`config.mk`:
```
export PLATFORM = sky130hd
export DESIGN_NAME = apb_rr_arbiter_flat
export DESIGN_NICKNAME = d
export VERILOG_FILES = /design/src/rtl/apb_rr_arbiter_if.sv /design/src/rtl/apb_rr_arbiter.sv /design/src/flat_wrapper.sv
export SDC_FILE = /design/constraint.sdc
export NUM_CORES = 1
export LEC_CHECK = 0
export CORE_MARGIN = 2
export CORE_UTILIZATION = 49
export DETAILED_ROUTE_END_ITERATION = 8
export GPL_TIMING_DRIVEN = 0
export PLACE_DENSITY = 0.87
export SYNTH_ARGS = -nofsm -noshare
export SYNTH_HDL_FRONTEND = slang
export SYNTH_SLANG_ARGS = --single-unit
```
`constraint.sdc`:
```
create_clock -name clk -period 6.1 [get_ports clk]
set_input_delay 1.525 -clock clk [delete_from_list [all_inputs] [get_ports clk]]
set_output_delay 1.525 -clock clk [all_outputs]
set_load 0.05 [all_outputs]
```
`src/rtl/apb_rr_arbiter_if.sv`:
```
// ---------------------------------------------------------------------------
// apb_rr_arbiter_if
//   Bundles the requester-side handshake and the APB-side command/response
//   signals of apb_rr_arbiter.
//
//   Requester side : req, req_wr, req_addr[i], req_wdata[i]   (to arbiter)
//                    ack (one-hot pulse), ack_rdata, err, busy (from arbiter)
//   APB side       : start, wr, address, wdata                (from arbiter)
//                    rdata                                    (to arbiter)
//
//   modport master : the arbiter's view.
//   modport slave  : the environment's view (requesters + APB target).
// ---------------------------------------------------------------------------
interface apb_rr_arbiter_if #(
    parameter int NUM_REQ    = 4,
    parameter int ADDR_WIDTH = 32,
    parameter int DATA_WIDTH = 32
) ();
    // requester side
    logic [NUM_REQ-1:0]                 req;
    logic [NUM_REQ-1:0]                 req_wr;
    logic [NUM_REQ-1:0][ADDR_WIDTH-1:0] req_addr;
    logic [NUM_REQ-1:0][DATA_WIDTH-1:0] req_wdata;
    logic [NUM_REQ-1:0]                 ack;
    logic [DATA_WIDTH-1:0]              ack_rdata;
    logic                               err;
    logic                               busy;

    // APB side
    logic                               start;
    logic                               wr;
    logic [ADDR_WIDTH-1:0]              address;
    logic [DATA_WIDTH-1:0]              wdata;
    logic [DATA_WIDTH-1:0]              rdata;

    modport master (
        input  req, req_wr, req_addr, req_wdata, rdata,
        output ack, ack_rdata, err, busy, start, wr, address, wdata
    );

    modport slave (
        output req, req_wr, req_addr, req_wdata, rdata,
        input  ack, ack_rdata, err, busy, start, wr, address, wdata
    );
endinterface

```
`src/rtl/apb_rr_arbiter.sv`:
```
// ---------------------------------------------------------------------------
// apb_rr_arbiter
//   Round-robin arbiter that funnels NUM_REQ requesters onto one APB-style
//   command port. One transaction at a time: IDLE -> ACCESS -> CAPTURE -> ACK.
//
//   Ports
//     clk    : rising-edge clock
//     rst_n  : asynchronous active-low reset
//     bus    : apb_rr_arbiter_if.master
//              req/req_wr/req_addr/req_wdata in, ack/ack_rdata/err/busy out,
//              start/wr/address/wdata out, rdata in.
//
//   Timing (request seen in IDLE cycle 0):
//     start high cycles 1..WAIT_CYCLE+3, CAPTURE cycle WAIT_CYCLE+4,
//     ack pulse cycle WAIT_CYCLE+5, back in IDLE the cycle after.
//
//   Optional feature: define APB_ARB_RANGE_CHECK_EN to reject addresses
//   outside [BASE_ADDR, BASE_ADDR+MEM_SIZE). A rejected request skips the
//   bus access and is acknowledged with err=1 the cycle after IDLE.
//   Without the macro err is constant 0.
// ---------------------------------------------------------------------------
module apb_rr_arbiter #(
    parameter logic [31:0] BASE_ADDR  = 32'h0000_0000,
    parameter int          ADDR_WIDTH = 32,
    parameter int          DATA_WIDTH = 32,
    parameter int          MEM_SIZE   = 32,
    parameter int          WAIT_CYCLE = 3,
    parameter int          NUM_REQ    = 4
) (
    input  logic                   clk,
    input  logic                   rst_n,
    apb_rr_arbiter_if.master       bus
);

    localparam int IDX_W = $clog2(NUM_REQ);
    localparam int CNT_W = $clog2(WAIT_CYCLE + 4);
    // ACCESS lasts WAIT_CYCLE+3 cycles: counter runs 0 .. WAIT_CYCLE+2
    localparam logic [CNT_W-1:0] CNT_LAST = CNT_W'(WAIT_CYCLE + 2);
    localparam logic [IDX_W-1:0] GNT_RST  = IDX_W'(NUM_REQ - 1);

    // elaboration-time parameter sanity
    if (NUM_REQ < 2 || NUM_REQ > 8) begin : g_bad_num_req
        $error("apb_rr_arbiter: NUM_REQ must be 2..8");
    end
    if (MEM_SIZE < 1 ||
        (64'(BASE_ADDR) + 64'(MEM_SIZE)) > (64'd1 << ADDR_WIDTH)) begin : g_bad_range
        $error("apb_rr_arbiter: target window does not fit the address space");
    end

    typedef enum logic [1:0] {
        IDLE    = 2'd0,
        ACCESS  = 2'd1,
        CAPTURE = 2'd2,
        ACK     = 2'd3
    } state_t;

    state_t                 state_q, state_d;
    logic [CNT_W-1:0]       cnt_q, cnt_d;
    logic [IDX_W-1:0]       last_gnt_q, last_gnt_d;
    logic [IDX_W-1:0]       winner_q, winner_d;
    logic                   lat_wr_q, lat_wr_d;
    logic [ADDR_WIDTH-1:0]  lat_addr_q, lat_addr_d;
    logic [DATA_WIDTH-1:0]  lat_wdata_q, lat_wdata_d;

    logic                   start_q, start_d;
    logic                   wr_q, wr_d;
    logic [ADDR_WIDTH-1:0]  address_q, address_d;
    logic [DATA_WIDTH-1:0]  wdata_q, wdata_d;
    logic [NUM_REQ-1:0]     ack_q, ack_d;
    logic [DATA_WIDTH-1:0]  ack_rdata_q, ack_rdata_d;
    logic                   err_q, err_d;
    logic                   busy_q, busy_d;

    logic                   gnt_found;
    logic [IDX_W-1:0]       gnt_idx;
    logic [IDX_W-1:0]       cand;
    logic                   range_err;

    // ---------------------------------------------------------------------
    // Round-robin pick: scan last_gnt+1, last_gnt+2, ... modulo NUM_REQ and
    // take the first requester that is high.
    // ---------------------------------------------------------------------
    always_comb begin
        gnt_found = 1'b0;
        gnt_idx   = last_gnt_q;
        cand      = last_gnt_q;
        for (int i = 1; i <= NUM_REQ; i++) begin
            cand = IDX_W'((int'(last_gnt_q) + i) % NUM_REQ);
            if (!gnt_found && bus.req[cand]) begin
                gnt_found = 1'b1;
                gnt_idx   = cand;
            end
        end
    end

`ifdef APB_ARB_RANGE_CHECK_EN
    // one extra bit so BASE_ADDR+MEM_SIZE cannot wrap
    localparam logic [ADDR_WIDTH:0] RANGE_LO = (ADDR_WIDTH+1)'(BASE_ADDR);
    localparam logic [ADDR_WIDTH:0] RANGE_HI = RANGE_LO + (ADDR_WIDTH+1)'(MEM_SIZE);
    logic [ADDR_WIDTH:0] gnt_addr_x;
    assign gnt_addr_x = {1'b0, bus.req_addr[gnt_idx]};
    assign range_err  = (gnt_addr_x < RANGE_LO) || (gnt_addr_x >= RANGE_HI);
`else
    assign range_err  = 1'b0;
`endif

    // ---------------------------------------------------------------------
    // FSM: state register
    // ---------------------------------------------------------------------
    always_ff @(posedge clk or negedge rst_n) begin
        if (!rst_n) state_q <= IDLE;
        else        state_q <= state_d;
    end

    // ---------------------------------------------------------------------
    // FSM: next state
    // ---------------------------------------------------------------------
    always_comb begin
        state_d = state_q;
        case (state_q)
            IDLE:    if (gnt_found) state_d = range_err ? ACK : ACCESS;
            ACCESS:  if (cnt_q == CNT_LAST) state_d = CAPTURE;
            CAPTURE: state_d = ACK;
            ACK:     state_d = IDLE;
            default: state_d = IDLE;
        endcase
    end

    // ---------------------------------------------------------------------
    // FSM: outputs and datapath. Every output is a flop loaded from the
    // value it must carry in the *next* state, so outputs line up with the
    // state register without any combinational path to the ports.
    // ---------------------------------------------------------------------
    always_comb begin
        winner_d    = winner_q;
        lat_wr_d    = lat_wr_q;
        lat_addr_d  = lat_addr_q;
        lat_wdata_d = lat_wdata_q;
        last_gnt_d  = last_gnt_q;
        ack_rdata_d = ack_rdata_q;

        // requests are only looked at in IDLE
        if (state_q == IDLE && gnt_found) begin
            winner_d    = gnt_idx;
            lat_wr_d    = bus.req_wr[gnt_idx];
            lat_addr_d  = bus.req_addr[gnt_idx];
            lat_wdata_d = bus.req_wdata[gnt_idx];
        end

        cnt_d = (state_q == ACCESS && state_d == ACCESS) ? cnt_q + 1'b1 : '0;

        if (state_q == CAPTURE)
            ack_rdata_d = lat_wr_q ? '0 : bus.rdata;
        else if (state_q == IDLE && state_d == ACK)
            ack_rdata_d = '0;

        // fairness pointer moves only once the transaction completes
        if (state_q == ACK)
            last_gnt_d = winner_q;

        start_d   = (state_d == ACCESS);
        wr_d      = (state_d == ACCESS) && lat_wr_d;
        address_d = (state_d == ACCESS) ? lat_addr_d  : address_q;
        wdata_d   = (state_d == ACCESS) ? lat_wdata_d : wdata_q;

        ack_d = '0;
        if (state_d == ACK)
            ack_d[winner_d] = 1'b1;

        // only the IDLE->ACK shortcut is a rejected access
        err_d  = (state_q == IDLE) && (state_d == ACK);
        busy_d = (state_d != IDLE);
    end

    always_ff @(posedge clk or negedge rst_n) begin
        if (!rst_n) begin
            cnt_q       <= '0;
            last_gnt_q  <= GNT_RST;
            winner_q    <= '0;
            lat_wr_q    <= 1'b0;
            lat_addr_q  <= '0;
            lat_wdata_q <= '0;
            start_q     <= 1'b0;
            wr_q        <= 1'b0;
            address_q   <= '0;
            wdata_q     <= '0;
            ack_q       <= '0;
            ack_rdata_q <= '0;
            err_q       <= 1'b0;
            busy_q      <= 1'b0;
        end else begin
            cnt_q       <= cnt_d;
            last_gnt_q  <= last_gnt_d;
            winner_q    <= winner_d;
            lat_wr_q    <= lat_wr_d;
            lat_addr_q  <= lat_addr_d;
            lat_wdata_q <= lat_wdata_d;
            start_q     <= start_d;
            wr_q        <= wr_d;
            address_q   <= address_d;
            wdata_q     <= wdata_d;
            ack_q       <= ack_d;
            ack_rdata_q <= ack_rdata_d;
            err_q       <= err_d;
            busy_q      <= busy_d;
        end
    end

    assign bus.start     = start_q;
    assign bus.wr        = wr_q;
    assign bus.address   = address_q;
    assign bus.wdata     = wdata_q;
    assign bus.ack       = ack_q;
    assign bus.ack_rdata = ack_rdata_q;
    assign bus.err       = err_q;
    assign bus.busy      = busy_q;

endmodule

```
`src/flat_wrapper.sv`:
```
// flat-port wrapper written by rule: the top's interface ports become plain ports
module apb_rr_arbiter_flat 
#(
    parameter logic [31:0] BASE_ADDR  = 32'h0000_0000,
    parameter int          ADDR_WIDTH = 32,
    parameter int          DATA_WIDTH = 32,
    parameter int          MEM_SIZE   = 32,
    parameter int          WAIT_CYCLE = 3,
    parameter int          NUM_REQ    = 4
)
  (clk, rst_n, bus_req, bus_req_wr, bus_req_addr, bus_req_wdata, bus_rdata, bus_ack, bus_ack_rdata, bus_err, bus_busy, bus_start, bus_wr, bus_address, bus_wdata);
  apb_rr_arbiter_if #(.NUM_REQ(NUM_REQ), .ADDR_WIDTH(ADDR_WIDTH), .DATA_WIDTH(DATA_WIDTH)) bus_i ();
  input  logic clk;
  input  logic rst_n;
  input wire logic [$bits(bus_i.req)-1:0] bus_req;
  input wire logic [$bits(bus_i.req_wr)-1:0] bus_req_wr;
  input wire logic [$bits(bus_i.req_addr)-1:0] bus_req_addr;
  input wire logic [$bits(bus_i.req_wdata)-1:0] bus_req_wdata;
  input wire logic [$bits(bus_i.rdata)-1:0] bus_rdata;
  output wire logic [$bits(bus_i.ack)-1:0] bus_ack;
  output wire logic [$bits(bus_i.ack_rdata)-1:0] bus_ack_rdata;
  output wire logic [$bits(bus_i.err)-1:0] bus_err;
  output wire logic [$bits(bus_i.busy)-1:0] bus_busy;
  output wire logic [$bits(bus_i.start)-1:0] bus_start;
  output wire logic [$bits(bus_i.wr)-1:0] bus_wr;
  output wire logic [$bits(bus_i.address)-1:0] bus_address;
  output wire logic [$bits(bus_i.wdata)-1:0] bus_wdata;
  assign bus_i.req = bus_req;
  assign bus_i.req_wr = bus_req_wr;
  assign bus_i.req_addr = bus_req_addr;
  assign bus_i.req_wdata = bus_req_wdata;
  assign bus_i.rdata = bus_rdata;
  assign bus_ack = bus_i.ack;
  assign bus_ack_rdata = bus_i.ack_rdata;
  assign bus_err = bus_i.err;
  assign bus_busy = bus_i.busy;
  assign bus_start = bus_i.start;
  assign bus_wr = bus_i.wr;
  assign bus_address = bus_i.address;
  assign bus_wdata = bus_i.wdata;
  apb_rr_arbiter #(.BASE_ADDR(BASE_ADDR), .ADDR_WIDTH(ADDR_WIDTH), .DATA_WIDTH(DATA_WIDTH), .MEM_SIZE(MEM_SIZE), .WAIT_CYCLE(WAIT_CYCLE), .NUM_REQ(NUM_REQ)) u_core (.clk(clk), .rst_n(rst_n), .bus(bus_i));
endmodule
```
==> summary.md <==
| Metric | Value |
|---|---|
| Total I/O pin count | roughly 400 |
| Count of cells along the worst hold path | 1 |
| P&R area growth vs syn | 45.3% |
| Reported max-cap violation count | 0 |
| Synthesized area | about 11000 sq um |
| Overall Global Routing Usage | 0.401 |
| Die area | 24000 sq um |
| Commonest non-fill, non-tap cells in the layout | 400 x sky130_fd_sc_hd__clkdlybuf4s50_1, 176 x sky130_fd_sc_hd__dfrtp_1, 164 x sky130_fd_sc_hd__o21ai_0, 141 x sky130_fd_sc_hd__clkbuf_1, 130 x sky130_fd_sc_hd__nor3_1 |
| Worst-Skew Late Latency | roughly 0.44 ns |
| Setup TNS after final layout | 0 ns |
| Number of synthesized flops with an enable pin | 0 |
| R2r worst-path depth | 7 |
| Num Clock Sinks | between 150 and 200 |
| Slew at the pin with the worst max-slew slack | between 0.8 and 0.9 ns |
| Final hold violation count | 0 |
| Multiplexer area fraction after synthesis | 0.00472 |
| Start point of the worst min-delay path | u_core.cnt_q[0]$_DFF_PN0_ |
| Startpoint class of the critical path | primary input |
| TritonCTS clock tree | yes |
| Endpoint of the worst-slack reg-to-reg timing path | u_core.bus.wdata[17]$_DFFE_PN0N_ |
| Yosys reg bits | around 180 |
| Status | complete, no violations |
| TritonCTS Buffers | 17 |
| Number of cells in the design after placement | between 2k and 2.5k |
| Post-DP HPWL | 36000 um |
| Most frequent standard cell in the layout excluding fill and tap cells | sky130_fd_sc_hd__clkdlybuf4s50_1 |
| DRC violation count after routing | 0 |
| Mean cell area of the mapped netlist | around 8.2 sq um |
| Critical-path cell list | clkdlybuf4s50_1, nor3b_1, clkbuf_1, clkbuf_1, nor4_1, a211oi_1, o21ai_0 |
| First-pass GRT wire length | 75200 um |
| Switch share | 0.520 |
| Final setup violation count | 0 |
| Logic gate share of total power | 0.634 |
| Initial Utilization | 0.495 |
| Worst slack, placed | approximately 1.7 ns |
| Share of the cycle needed by the critical path after routing | 0.675 |
| Cell Rows | 55 |
| Worst-case clock skew | approximately 0.016 ns |
| Beginning of the critical path | bus_req[1] |
| Slowest cell delay on critical path | roughly 0.70 ns |
| Total vias in the final route | about 14k |
| Post-route ant nets | 0 |
| Worst setup slack for register-to-register paths | approximately 3.2 ns |
| Main combinational cell family by area after synthesis | simple AND/OR/NAND/NOR gates |
| Total number of cells along the worst setup path | 7 |
| Number of input and output port buffers inserted | ~400 |
| Clock transition at the registers of the reported paths | about 0.08 ns |
| Endpoint of the worst hold-timing path | u_core.cnt_q[0]$_DFF_PN0_ |
| Clock tree root driver cell | sky130_fd_sc_hd__clkbuf_16 |
| Fraction of final layout cells with drive strength greater than 1 | 0.0370 |
| Placeable core area | around 23000 sq um |
| Max FO, Critical Path | 10 |
| Clock share of power | 0.130 |
| Count of non-filler cells in the finished layout | 2073 |
| Final worst slack | 1.99 ns |
| Post-synthesis share of cell area spent on and, or, nand and nor gates | 0.266 |
| Count of buffers added by post-CTS timing repair for setup | 0 |
| Post-synthesis compound-gate area fraction | 0.262 |
| Crit path required time | 6.39 ns |
| Predominant post-synthesis flop cell | sky130_fd_sc_hd__dfrtp_1 |
| Internal Power | roughly 4300 uW |
| Post-synthesis share of cell area spent on xor and xnor gates | 0 |
| Synth cell types | just over 40 |
| Start-to-end type of the worst setup path | in -> reg |
| Number of DRC markers in iteration 0 | between 1.5k and 2k |
| Most used cell along the critical path | sky130_fd_sc_hd__clkbuf_1 |
| Post-layout net count | between 2k and 2.5k |
| Maximum count of clock buffers along a single path | 2 |
| Worst max-slew margin expressed relative to the limit | 0.401 |
| Static leakage | ~0.0063 uW |
| Total routed wirelength | 49200 um |
| Chip Width | about 150 um |
| Syn_nets | roughly 1.7k |
| Sort of element at the end of the critical path | flip-flop |
| Total grt overflow | 0 |
| Fraction of the yosys area taken by sequential cells | 0.400 |
| Top delay family on crit path | buffers and inverters |
| H-tree lvl count | 4 |
| Vias per std cell | ~6.7 |
| Slowest library cell on the worst path | sky130_fd_sc_hd__clkbuf_1 |
| Post-synthesis instance total | approximately 1.4k |
| Worst IR Drop VDD | 0.287 mV |
| Resized Gates After CTS | 0 |
| Time the final worst path needs with I/O delays and setup | between 4 and 5 ns |
| Pwr dens | approximately 560 nW/um^2 |
| Via count of the first global-routing pass | about 14k |
| Chip Height | approximately 150 um |
| Number of antenna violations at the first check in global routing | 6 |
| Critical Path AT | ~4.4 ns |
| Pre-antenna DRT Iters | 6 |
| Max-slew violations | 0 |
| Worst r2r src | u_core.last_gnt_q[0]$_DFFE_PN1N_ |
| Adder and majority gate portion of the synthesized area | 0.00225 |
| Share of power burned in registers | 0.235 |
| Mean routed wirelength per cell | roughly 24 um |
| Async set or reset register ratio after synthesis | 1.00 |
| Synth warn | 0 |
| Worst hold-check path type | reg -> reg |
| Routability congestion estimate | 0.974 |
| Worst slack on hold paths | between 0.4 and 0.5 ns |
| Setup repair after global routing missed its margin | no |
| Count of hold-fix buffers inserted at cts | 0 |
| Highest attainable clock frequency | 243 MHz |
| Maximum number of pins on one net before global-route repair | between 100 and 150 |
| Power Total | 9040 uW |
| Critical path buffer and inverter count | 3 |
| Switching power of the nets | ~4700 uW |
==> synthesized netlist by cell type (2+ instances only) <==
cell type,instances,area share
sky130_fd_sc_hd__buf_6,4,0.0040
sky130_fd_sc_hd__nand3b_1,2,0.0013
sky130_fd_sc_hd__o31a_1,64,0.050
sky130_fd_sc_hd__dfstp_2,2,0.0047
sky130_fd_sc_hd__buf_1,9,0.0030
sky130_fd_sc_hd__dfrtp_1,176,0.40
sky130_fd_sc_hd__nor3b_1,4,0.0027
sky130_fd_sc_hd__nand2b_1,37,0.021
sky130_fd_sc_hd__nand2_1,104,0.035
sky130_fd_sc_hd__nor4_1,65,0.037
sky130_fd_sc_hd__nand3_1,67,0.030
sky130_fd_sc_hd__clkbuf_1,141,0.048
sky130_fd_sc_hd__and3_1,65,0.037
sky130_fd_sc_hd__nand4_1,65,0.037
sky130_fd_sc_hd__a211oi_1,64,0.043
sky130_fd_sc_hd__o32ai_1,64,0.050
sky130_fd_sc_hd__mux2i_1,3,0.0027
sky130_fd_sc_hd__o21a_1,3,0.0020
sky130_fd_sc_hd__nor3_1,130,0.058
sky130_fd_sc_hd__ha_1,2,0.0022
sky130_fd_sc_hd__a31oi_1,65,0.037
sky130_fd_sc_hd__o21ai_0,164,0.074
sky130_fd_sc_hd__o211ai_1,2,0.0013
sky130_fd_sc_hd__nor2b_1,2,0.0011
sky130_fd_sc_hd__mux2_2,2,0.0020
sky130_fd_sc_hd__buf_2,21,0.0094
sky130_fd_sc_hd__nor2_1,10,0.0034
==> through the flow <==
step	instance area, sq um	utilization
6_report	16200	0.719
5_1_grt	16200	0.719
4_1_cts	16200	0.719
3_5_place_dp	15500	0.691
3_3_place_gp	15500	0.689
2_1_floorplan	11100	-
==> per-layer routing <==
metal,track usage,routed length [um],up-vias
met5,0,29,-
met2,0.644,22600,1121
met3,0.108,5760,213
li1,-,-,6107
met1,0.493,18100,6506
met4,0.221,2780,4
==> cells by family after synthesis <==
logic type,Yosys count
AOI/OAI and AO/OA,433
adders and majority gates,2
buffers and inverters,176
DFF,178
muxes,5
other,1
and+or+nand+nor,556
==> power groups by stage <==
stage               registers (uW)  logic [uW]  clock network, uW
floorplan                     3170        2620                  0
global placement              2110        5450                  0
finish                        2130        5740               1180
CTS                           2100        5620               1170
global route                  2160        6100               1230
detailed placement            2120        5600                  0
==> worst max path at each step <==
stage | to
after floorplan | u_core.bus.wdata[28]$_DFFE_PN0N_
after global placement | u_core.bus.ack_rdata[25]$_DFFE_PN0P_
after detailed placement | u_core.lat_addr_q[17]$_DFF_PN0_
after CTS | u_core.lat_addr_q[17]$_DFF_PN0_
after global routing | u_core.bus.wdata[2]$_DFFE_PN0N_
final | u_core.lat_addr_q[17]$_DFF_PN0_
==> state kept, by name, summed over array words and instances, names as in the netlist <==
signal and count:
u_core.bus.err 1, u_core.bus.busy 1, u_core.bus.wr 1, u_core.lat_addr_q 32, u_core.bus.start 1, u_core.bus.wdata 32
u_core.state_q 2, u_core.cnt_q 3, u_core.lat_wdata_q 32, u_core.winner_q 2, u_core.lat_wr_q 1, u_core.bus.ack_rdata 32
u_core.bus.ack 4, u_core.last_gnt_q 2, u_core.bus.address 32
==> worst register-to-register path: cells and delay by family (launching register included) <==
kind                   cells  cell delay (ns)
buffers and inverters      2             1.09
AOI/OAI and AO/OA          4             0.99
and+or+nand+nor            1             0.13
DFF                        1             0.61
==> layout make-up <==
type / count / area [sq um]
well taps: 285 / 357
inverters: 1 / 3.75
multi-input cells: 997 / 5960
plain buffers: 175 / 713
fillers: 1780 / 6320
diodes: 3 / 7.51
clock inverters: 15 / 213
flip-flops and latches: 178 / 4460
repair buffers: 402 / 4050
clock buffers: 17 / 425
No activity file was read; power rests on OpenSTA's default activity.
